## config.mk

```make
export PLATFORM = sky130hd
export DESIGN_NAME = apb_event_master
export DESIGN_NICKNAME = d
export VERILOG_FILES = /design/src/rtl/apb_event_master.sv
export SDC_FILE = /design/constraint.sdc
export NUM_CORES = 1
export LEC_CHECK = 0
export CORE_UTILIZATION = 46
export CTS_CLUSTER_SIZE = 14
export DETAILED_ROUTE_END_ITERATION = 12
export HOLD_SLACK_MARGIN = 0.02
export PLACE_DENSITY = 0.77
export SKIP_CTS_REPAIR_TIMING = 1
export SYNTH_ARGS = -nofsm -noshare
export SYNTH_HDL_FRONTEND = slang
export SYNTH_SLANG_ARGS = --single-unit
```

## constraint.sdc

```tcl
create_clock -name clk -period 2.9 [get_ports clk]
set_input_delay 0.29 -clock clk [delete_from_list [all_inputs] [get_ports clk]]
set_output_delay 0.29 -clock clk [all_outputs]
set_load 0.05 [all_outputs]
```

## src/rtl/apb_event_master.sv

```systemverilog
// APB write master that counts pulses on NUM_EVENTS event inputs and drains one
// count per APB write to a per-channel address, with fixed or round-robin arbitration.
module apb_event_master #(
  parameter int          NUM_EVENTS   = 3,
  parameter int          CNT_W        = 4,
  parameter int          DATA_W       = 32,
  parameter logic [31:0] BASE_ADDR    = 32'hA000_0000,
  parameter logic [31:0] ADDR_STRIDE  = 32'h0001_0000,
  parameter int          ARB_MODE     = 0,
  parameter int          RETRY_ON_ERR = 1
) (
  input  logic                  clk,
  input  logic                  reset,
  input  logic [NUM_EVENTS-1:0] event_i,
  input  logic [NUM_EVENTS-1:0] overflow_clr_i,
  output logic                  apb_psel_o,
  output logic                  apb_penable_o,
  output logic [31:0]           apb_paddr_o,
  output logic                  apb_pwrite_o,
  output logic [DATA_W-1:0]     apb_pwdata_o,
  input  logic                  apb_pready_i,
  input  logic                  apb_pslverr_i,
  output logic [NUM_EVENTS-1:0] overflow_o,
  output logic                  err_o,
  output logic                  busy_o
);

  localparam int IDX_W = (NUM_EVENTS > 1) ? $clog2(NUM_EVENTS) : 1;
  localparam logic [CNT_W-1:0] CNT_MAX = '1;

  typedef enum logic [1:0] {
    ST_IDLE   = 2'd0,
    ST_SETUP  = 2'd1,
    ST_ACCESS = 2'd2
  } state_e;

  state_e                           state_q, state_d;
  logic [NUM_EVENTS-1:0][CNT_W-1:0] cnt_q, cnt_d;
  logic [NUM_EVENTS-1:0]            overflow_q, overflow_d;
  logic [IDX_W-1:0]                 rr_ptr_q, rr_ptr_d;
  logic [31:0]                      paddr_q, paddr_d;
  logic [DATA_W-1:0]                pwdata_q, pwdata_d;
  logic                             psel_q, psel_d;
  logic                             penable_q, penable_d;
  logic                             err_q, err_d;

  logic                  any_pending;
  logic                  grant;
  logic [IDX_W-1:0]      fixed_idx;
  logic [IDX_W-1:0]      rr_idx;
  logic                  rr_found;
  logic [IDX_W-1:0]      grant_idx;
  logic [NUM_EVENTS-1:0] dec;
  logic [DATA_W-1:0]     cnt_sum;

  // Pending summary and total of all counters as they stand this cycle.
  always_comb begin
    any_pending = 1'b0;
    cnt_sum     = '0;
    for (int i = 0; i < NUM_EVENTS; i++) begin
      if (cnt_q[i] != '0) any_pending = 1'b1;
      cnt_sum = cnt_sum + DATA_W'(cnt_q[i]);
    end
  end

  // Both arbiters are evaluated; ARB_MODE picks which one drives the grant.
  always_comb begin
    fixed_idx = '0;
    rr_idx    = '0;
    rr_found  = 1'b0;
    for (int i = NUM_EVENTS - 1; i >= 0; i--) begin
      if (cnt_q[i] != '0) fixed_idx = IDX_W'(i);
    end
    for (int k = 1; k <= NUM_EVENTS; k++) begin
      if (!rr_found && cnt_q[(int'(rr_ptr_q) + k) % NUM_EVENTS] != '0) begin
        rr_found = 1'b1;
        rr_idx   = IDX_W'((int'(rr_ptr_q) + k) % NUM_EVENTS);
      end
    end
  end

  assign grant_idx = (ARB_MODE == 1) ? rr_idx : fixed_idx;

  // Transfer sequencing: IDLE -> SETUP -> ACCESS, with back-to-back and retry paths.
  always_comb begin
    state_d  = state_q;
    grant    = 1'b0;
    err_d    = 1'b0;
    rr_ptr_d = rr_ptr_q;
    paddr_d  = paddr_q;
    pwdata_d = pwdata_q;
    case (state_q)
      ST_IDLE: begin
        if (any_pending) begin
          grant   = 1'b1;
          state_d = ST_SETUP;
        end
      end
      ST_SETUP: state_d = ST_ACCESS;
      ST_ACCESS: begin
        if (apb_pready_i) begin
          err_d = apb_pslverr_i;
          if (apb_pslverr_i && RETRY_ON_ERR != 0) begin
            state_d = ST_SETUP;
          end else if (any_pending) begin
            grant   = 1'b1;
            state_d = ST_SETUP;
          end else begin
            state_d = ST_IDLE;
          end
        end
      end
      default: state_d = ST_IDLE;
    endcase
    if (grant) begin
      paddr_d = BASE_ADDR + 32'(grant_idx) * ADDR_STRIDE;
      // The granted counter is nonzero, so the post-decrement total is sum-1.
      pwdata_d = cnt_sum - DATA_W'(1);
      if (ARB_MODE == 1) rr_ptr_d = grant_idx;
    end
    psel_d    = (state_d != ST_IDLE);
    penable_d = (state_d == ST_ACCESS);
  end

  assign dec = grant ? (NUM_EVENTS'(1) << grant_idx) : '0;

  // Saturating counters; a same-cycle set of the sticky flag beats its clear.
  always_comb begin
    cnt_d      = cnt_q;
    overflow_d = overflow_q & ~overflow_clr_i;
    for (int i = 0; i < NUM_EVENTS; i++) begin
      if (event_i[i] && !dec[i]) begin
        if (cnt_q[i] == CNT_MAX) overflow_d[i] = 1'b1;
        else                     cnt_d[i] = cnt_q[i] + CNT_W'(1);
      end else if (dec[i] && !event_i[i]) begin
        cnt_d[i] = cnt_q[i] - CNT_W'(1);
      end
    end
  end

  always_ff @(posedge clk or negedge reset) begin
    if (!reset) begin
      state_q    <= ST_IDLE;
      cnt_q      <= '0;
      overflow_q <= '0;
      rr_ptr_q   <= IDX_W'(NUM_EVENTS - 1);
      paddr_q    <= '0;
      pwdata_q   <= '0;
      psel_q     <= 1'b0;
      penable_q  <= 1'b0;
      err_q      <= 1'b0;
    end else begin
      state_q    <= state_d;
      cnt_q      <= cnt_d;
      overflow_q <= overflow_d;
      rr_ptr_q   <= rr_ptr_d;
      paddr_q    <= paddr_d;
      pwdata_q   <= pwdata_d;
      psel_q     <= psel_d;
      penable_q  <= penable_d;
      err_q      <= err_d;
    end
  end

  assign apb_psel_o    = psel_q;
  assign apb_penable_o = penable_q;
  assign apb_paddr_o   = paddr_q;
  assign apb_pwrite_o  = 1'b1;
  assign apb_pwdata_o  = pwdata_q;
  assign overflow_o    = overflow_q;
  assign err_o         = err_q;
  assign busy_o        = psel_q;

endmodule

```

Word level (Yosys, flattened, before mapping):

Index checks and enable logic that the tools add are counted.

* add/sub/neg operators: 10
* equality and inequality tests: 9
* shifts and indexed selects: 1
* mux-type cells: 33
* bitwise operators: 2
* reductions and logical operators: 23

Operator list (count)
* 4-bit two-way mux: 9
* 32-bit by 18-bit adder with 32-bit output, first input constant: 1
* 1-bit two-way mux: 16
* 4-bit by 1-bit adder with 4-bit output, second input constant: 3
* 4-bit equality test, second input constant: 3
* 4-bit nonzero test: 3
* 4-bit by 1-bit subtractor with 4-bit output, second input constant: 3
* 2-bit two-way mux: 5
* 2-bit nonzero test: 4
* 6-bit by 1-bit subtractor with 7-bit output, second input constant: 1
* 5-bit by 4-bit adder with 6-bit output: 1
* 1-bit logical AND: 6
* 1-bit logical NOT: 6
* 2-bit != test, second input constant: 3
* 2-bit one-hot mux with 3 select lines: 1
* 2-bit AND reduction: 3
* 4-bit by 4-bit adder with 5-bit output: 1
* 2-bit equality test, second input constant: 2
* 3-bit AND: 1
* 3-bit two-way mux: 1
* 3-bit inverter: 1
* 1-bit by 2-bit << shifter with 3-bit output, first input constant: 1
* 2-bit by 1-bit equality test with 1-bit output, second input constant: 1
* 2-bit logical NOT: 1
* 1-bit one-hot mux with 2 select lines: 1

* flip-flop bits (word level): 84
* input bits: 10
* output and inout port bits: 72

Logic depth before layout (Yosys ltp):

Gate-level depths: netlist of run 1.

* depth after elaboration: 13
* mapped depth: 12
* depth with buffers taken out: 12

Worst setup path after synthesis of run 1:

No wires, ideal clock.

* path kind: register to register
* from: reg cnt_q[9] (netlist bit)
* to: reg cnt_q[11] (netlist bit)
* data arrival time: 2.427 ns
* required time: 2.813 ns
* path slack: 0.387 ns
* cell stages (with the launch flop): 10
* buffers on the path: 0
* clock period less this slack: 2.513 ns
* path through: dfrtp_1 or4_1 nand4_2 nand2_1 ha_1 a21o_1 a21oi_1 nand2b_1 or3_1 o211ai_1

* longest elaborated chain between the ends: 11
* elaborated cells on any way between the ends: 23
* classes of those cells: 2 x add/sub; 2 x eq/ne; 1 x shift; 12 x mux; 6 x reduce/logical

Ends and longest elaborated chain
* start: declaration: line 38 `logic [NUM_EVENTS-1:0][CNT_W-1:0] cnt_q, cnt_d;`
* start signal: assignment: line 154 `cnt_q <= cnt_d;`
* 4-bit nonzero test: line 61, 72
* 1-bit two-way mux: line 61 `if (cnt_q[i] != '0) any_pending = 1'b1;`
* 1-bit two-way mux: line 94, 105
* 1-bit two-way mux: line 103 `if (apb_pslverr_i && RETRY_ON_ERR != 0) begin`
* 1-bit two-way mux: line 101 `if (apb_pready_i) begin`
* 1-bit one-hot mux with 2 select lines: line 92 `case (state_q)`
* 3-bit two-way mux: line 125 `assign dec = grant ? (NUM_EVENTS'(1) << grant_idx) : '0;`
* 1-bit logical NOT: line 132 `if (event_i[i] && !dec[i]) begin`
* 1-bit logical AND: line 132
* 2-bit != test (no line) / 2-bit nonzero test (equally long branches)
* 2-bit AND reduction (no line)

Parallel ways exist; a longest one is shown, timed or not. The select of a mux whose other input is x is not followed.
A chain may end at the register's enable or synchronous reset.

Worst setup path after layout of run 1:

Ends and elaborated chain as after synthesis.

==> results of run 1 <==
layer usage:
metal,vias up,track usage (%),routed length [µm]
met5,-,0,0
met4,0,5.77,51
met3,4,4.39,167
met2,42,27.0,1950
met1,733,20.9,1770
li1,768,-,-
worst reg2reg max path, delay by kind of cell (launching register included):
| family | cells | cell delay, ps |
|---|---|---|
| flops | 1 | 470 |
| simple gates | 5 | 1330 |
| compound gates | 3 | 490 |
| fa+ha+maj | 1 | 310 |
synth_stat cells (5+ instances only):
| cell type | number | share of area, % |
|---|---|---|
| sky130_fd_sc_hd__o21ai_0 | 5 | 1.1 |
| sky130_fd_sc_hd__mux2_2 | 8 | 3.8 |
| sky130_fd_sc_hd__inv_1 | 25 | 4.0 |
| sky130_fd_sc_hd__a21o_1 | 6 | 1.9 |
| sky130_fd_sc_hd__xnor2_1 | 5 | 1.9 |
| sky130_fd_sc_hd__ha_1 | 17 | 9.0 |
| sky130_fd_sc_hd__xor2_1 | 6 | 2.2 |
| sky130_fd_sc_hd__fa_1 | 7 | 5.9 |
| sky130_fd_sc_hd__nand2_1 | 14 | 2.2 |
| sky130_fd_sc_hd__a21oi_1 | 8 | 1.7 |
| sky130_fd_sc_hd__buf_4 | 56 | 18 |
| sky130_fd_sc_hd__dfrtp_1 | 30 | 32 |
flip-flops by register name (all words and copies together), names as in the netlist:
| register | count |
|---|---|
| apb_paddr_o | 3 |
| apb_penable_o | 1 |
| apb_psel_o | 1 |
| apb_pwdata_o | 7 |
| cnt_q | 12 |
| err_o | 1 |
| overflow_o | 3 |
| state_q | 2 |
cell families (layout without fill, tap and decap cells):
group	after synthesis	in the layout	share of synthesized area [%]
buffers and inverters	83	90	22.6
and+or+nand+nor	38	38	9.90
AOI/OAI and AO/OA	37	37	10.9
DFF	30	30	31.8
adders and majority gates	24	24	14.9
muxes	12	12	5.56
xor gates and xnor gates	11	11	4.08
other	2	29	0.318
stage by stage:
| stage | utilization, % | hold WS [ps] | instances | area, µm² |
|---|---|---|---|---|
| after CTS | 56.9 | 396 | 338 | 2760 |
| after floorplan | - | -5.59 | 264 | 2460 |
| after global placement | 55.0 | 464 | 330 | 2670 |
| after global routing | 56.9 | 432 | 338 | 2760 |
| final | 56.9 | 389 | 338 | 2760 |
| after detailed placement | 55.0 | 471 | 330 | 2670 |
placed cells by master, fill, tap and decap left out, types with 4 or more instances in the layout:
cell,instances
sky130_fd_sc_hd__buf_4,5
sky130_fd_sc_hd__dfrtp_1,30
sky130_fd_sc_hd__mux2_2,8
sky130_fd_sc_hd__clkbuf_8,6
sky130_fd_sc_hd__a21o_1,6
sky130_fd_sc_hd__nor2_1,4
sky130_fd_sc_hd__ha_1,17
sky130_fd_sc_hd__xor2_1,6
sky130_fd_sc_hd__inv_1,25
sky130_fd_sc_hd__o21ai_0,5
sky130_fd_sc_hd__conb_1,29
sky130_fd_sc_hd__xnor2_1,5
sky130_fd_sc_hd__o22ai_1,4
sky130_fd_sc_hd__nand2_1,14
sky130_fd_sc_hd__clkdlybuf4s50_1,52
sky130_fd_sc_hd__fa_1,7
sky130_fd_sc_hd__a21oi_1,8
final timing paths:
check,from,end,slack [ps],depth (start not counted)
worst max-delay path,cnt_q[9]$_DFFE_PN0P_,cnt_q[11]$_DFFE_PN0P_,220,9
worst min-delay path,reset,apb_psel_o$_DFF_PN0_,390,2
worst max register to register,cnt_q[9]$_DFFE_PN0P_,cnt_q[11]$_DFFE_PN0P_,220,9
worst min register to register,apb_pwdata_o[5]$_DFFE_PN0N_,apb_pwdata_o[5]$_DFFE_PN0N_,480,2
max in group asynchronous,reset,cnt_q[2]$_DFFE_PN0P_,2220,2
min in group clk,apb_pwdata_o[5]$_DFFE_PN0N_,apb_pwdata_o[5]$_DFFE_PN0N_,480,2
cell type report:
cell class	instances	area share (%)
clock inverters	1	0.181
well taps	67	3.04
clock buffers	7	3.13
flip-flops and latches	30	27.2
multi-input cells	151	42.8
inverters	25	3.40
repair buffers	57	20.2
==> flow_summary.yaml, run 1 <==
floorplan:
  floorplan.io_pins: 82
  floorplan.core_area_um2: 4850
  die_width_um: 73.7
  die_h_um: 73.7
  die_area_um2: 5430
  start_util_pct: 48.7
  std_cell_rows: 25
sta:
  drv_slew: 0
  final-hold-violation-count: 0
  max_freq_ghz: 0.373
  setup_repair_after_global_routing_missed_its_margin: "no"
  tightest_slew_ps: 663
  slew_headroom_pct: 55.8
  min_period_ps: 2680
  finalClockSkew_ps: 7.27
  timing.setup.tns_ps: 0
  setup_violations: 0
  part_of_the_cycle_the_worst_path_needs_pct: 92.3
  layout_setup_ws_ps: 222
synthesis:
  syn_area_um2: 2360
  ys_dominant_reg_cell: "sky130_fd_sc_hd__dfrtp_1"
  synth.yosys.warnings: 0
  netlist_instances: 237
  ys_types: 44
  syn_avg_cell_area_um2: 9.97
  synth_seq_area_share_pct: 31.8
  number_of_flops_mapped_to_enable_cells_by_yosys: 0
  flops_latches_synth: 30
  ys_async_sr_fraction_pct: 100
detailed_routing:
  routedWlPerCell_um: 11.7
  dr.first_iter.drc_count: 80
  antenna_left: 0
  routed_wl_um: 3950
  drt-pass1-iter-count: 4
  total_number_of_vias: 1547
  post_drt_via_cell_ratio: 4.58
  detail_route.drc_violations: 0
clocking:
  clk-insertion-delay-late_ps: 290
  max-clock-path-buffers: 2
  clk_transition_reported_paths_ps: 70
  clock-sinks: 30
  tritoncts: "built"
  cts_max_level: 2
  numCtsBuffers: 5
  root_buffer: "sky130_fd_sc_hd__clkbuf_8"
critical_path:
  setup.worst_path.class: "register to register"
  timing.critical_path.max_delay_family: "simple AND/OR/NAND/NOR gates"
  timing.critical_path.cells: "or4_1, nand4_2, nand2_1, ha_1, a21o_1, a21oi_1, nand2b_1, or3_1, o211ai_1"
  cp_slowest_cell: "sky130_fd_sc_hd__or4_1"
  cp_slowest_stage_delay_ps: 640
  crit_arrival_ps: 2880
  cp_buf_inv_count: 0
  critPathRequiredTime_ps: 3100
  cp_max_fo: 6
  worstSetupEndpointType: "register"
  startpoint_type: "register"
placement:
  routabilityCongestion: 0.844
  total_of_buffers_placed_on_input_and_output_ports: 52
  place.detailed.hpwl_um: 3100
  dp_slack_ps: 223
global_routing:
  gr-usage-all-layers_pct: 16.5
  first_global_vias: 1497
  antenna_violations_before_repair: 0
  grt_start_max_net_pins: 31
  grt_pass1_wl_um: 6760
  globalRouteOverflowTotal: 0
final_layout:
  ff_latch_area_um2: 751
  n_antenna_cell: 0
  area_grow_syn2layout_pct: 16.7
  nNetsFinal: 304
  multiInputGateArea_um2: 1180
  fillers: 443
  post_route_cells_drive_above_1_share_pct: 10.7
outcome:
  status: "completed"
min_path:
  hold_path_class: "primary input to async pin"
job:
  max_cap_violations: 0
Power of run 1 is left out: the tool's default activity adds up to more than one toggle a clock period on the data nets, which glitch-free logic cannot reach.
==> run 2, diff against run 1 <==
==> constraint.sdc (replaced) <==
create_clock -name clk -period 2.9 [get_ports clk]
set_input_delay 0.29 -clock clk [delete_from_list [all_inputs] [get_ports clk]]
set_output_delay 0.29 -clock clk [all_outputs]
set_load 0.01 [all_outputs]
==> results of run 2 <==
Same layout as run 1 (identical final DEF). Status: completed.
Power figures use the tool's default switching activity.
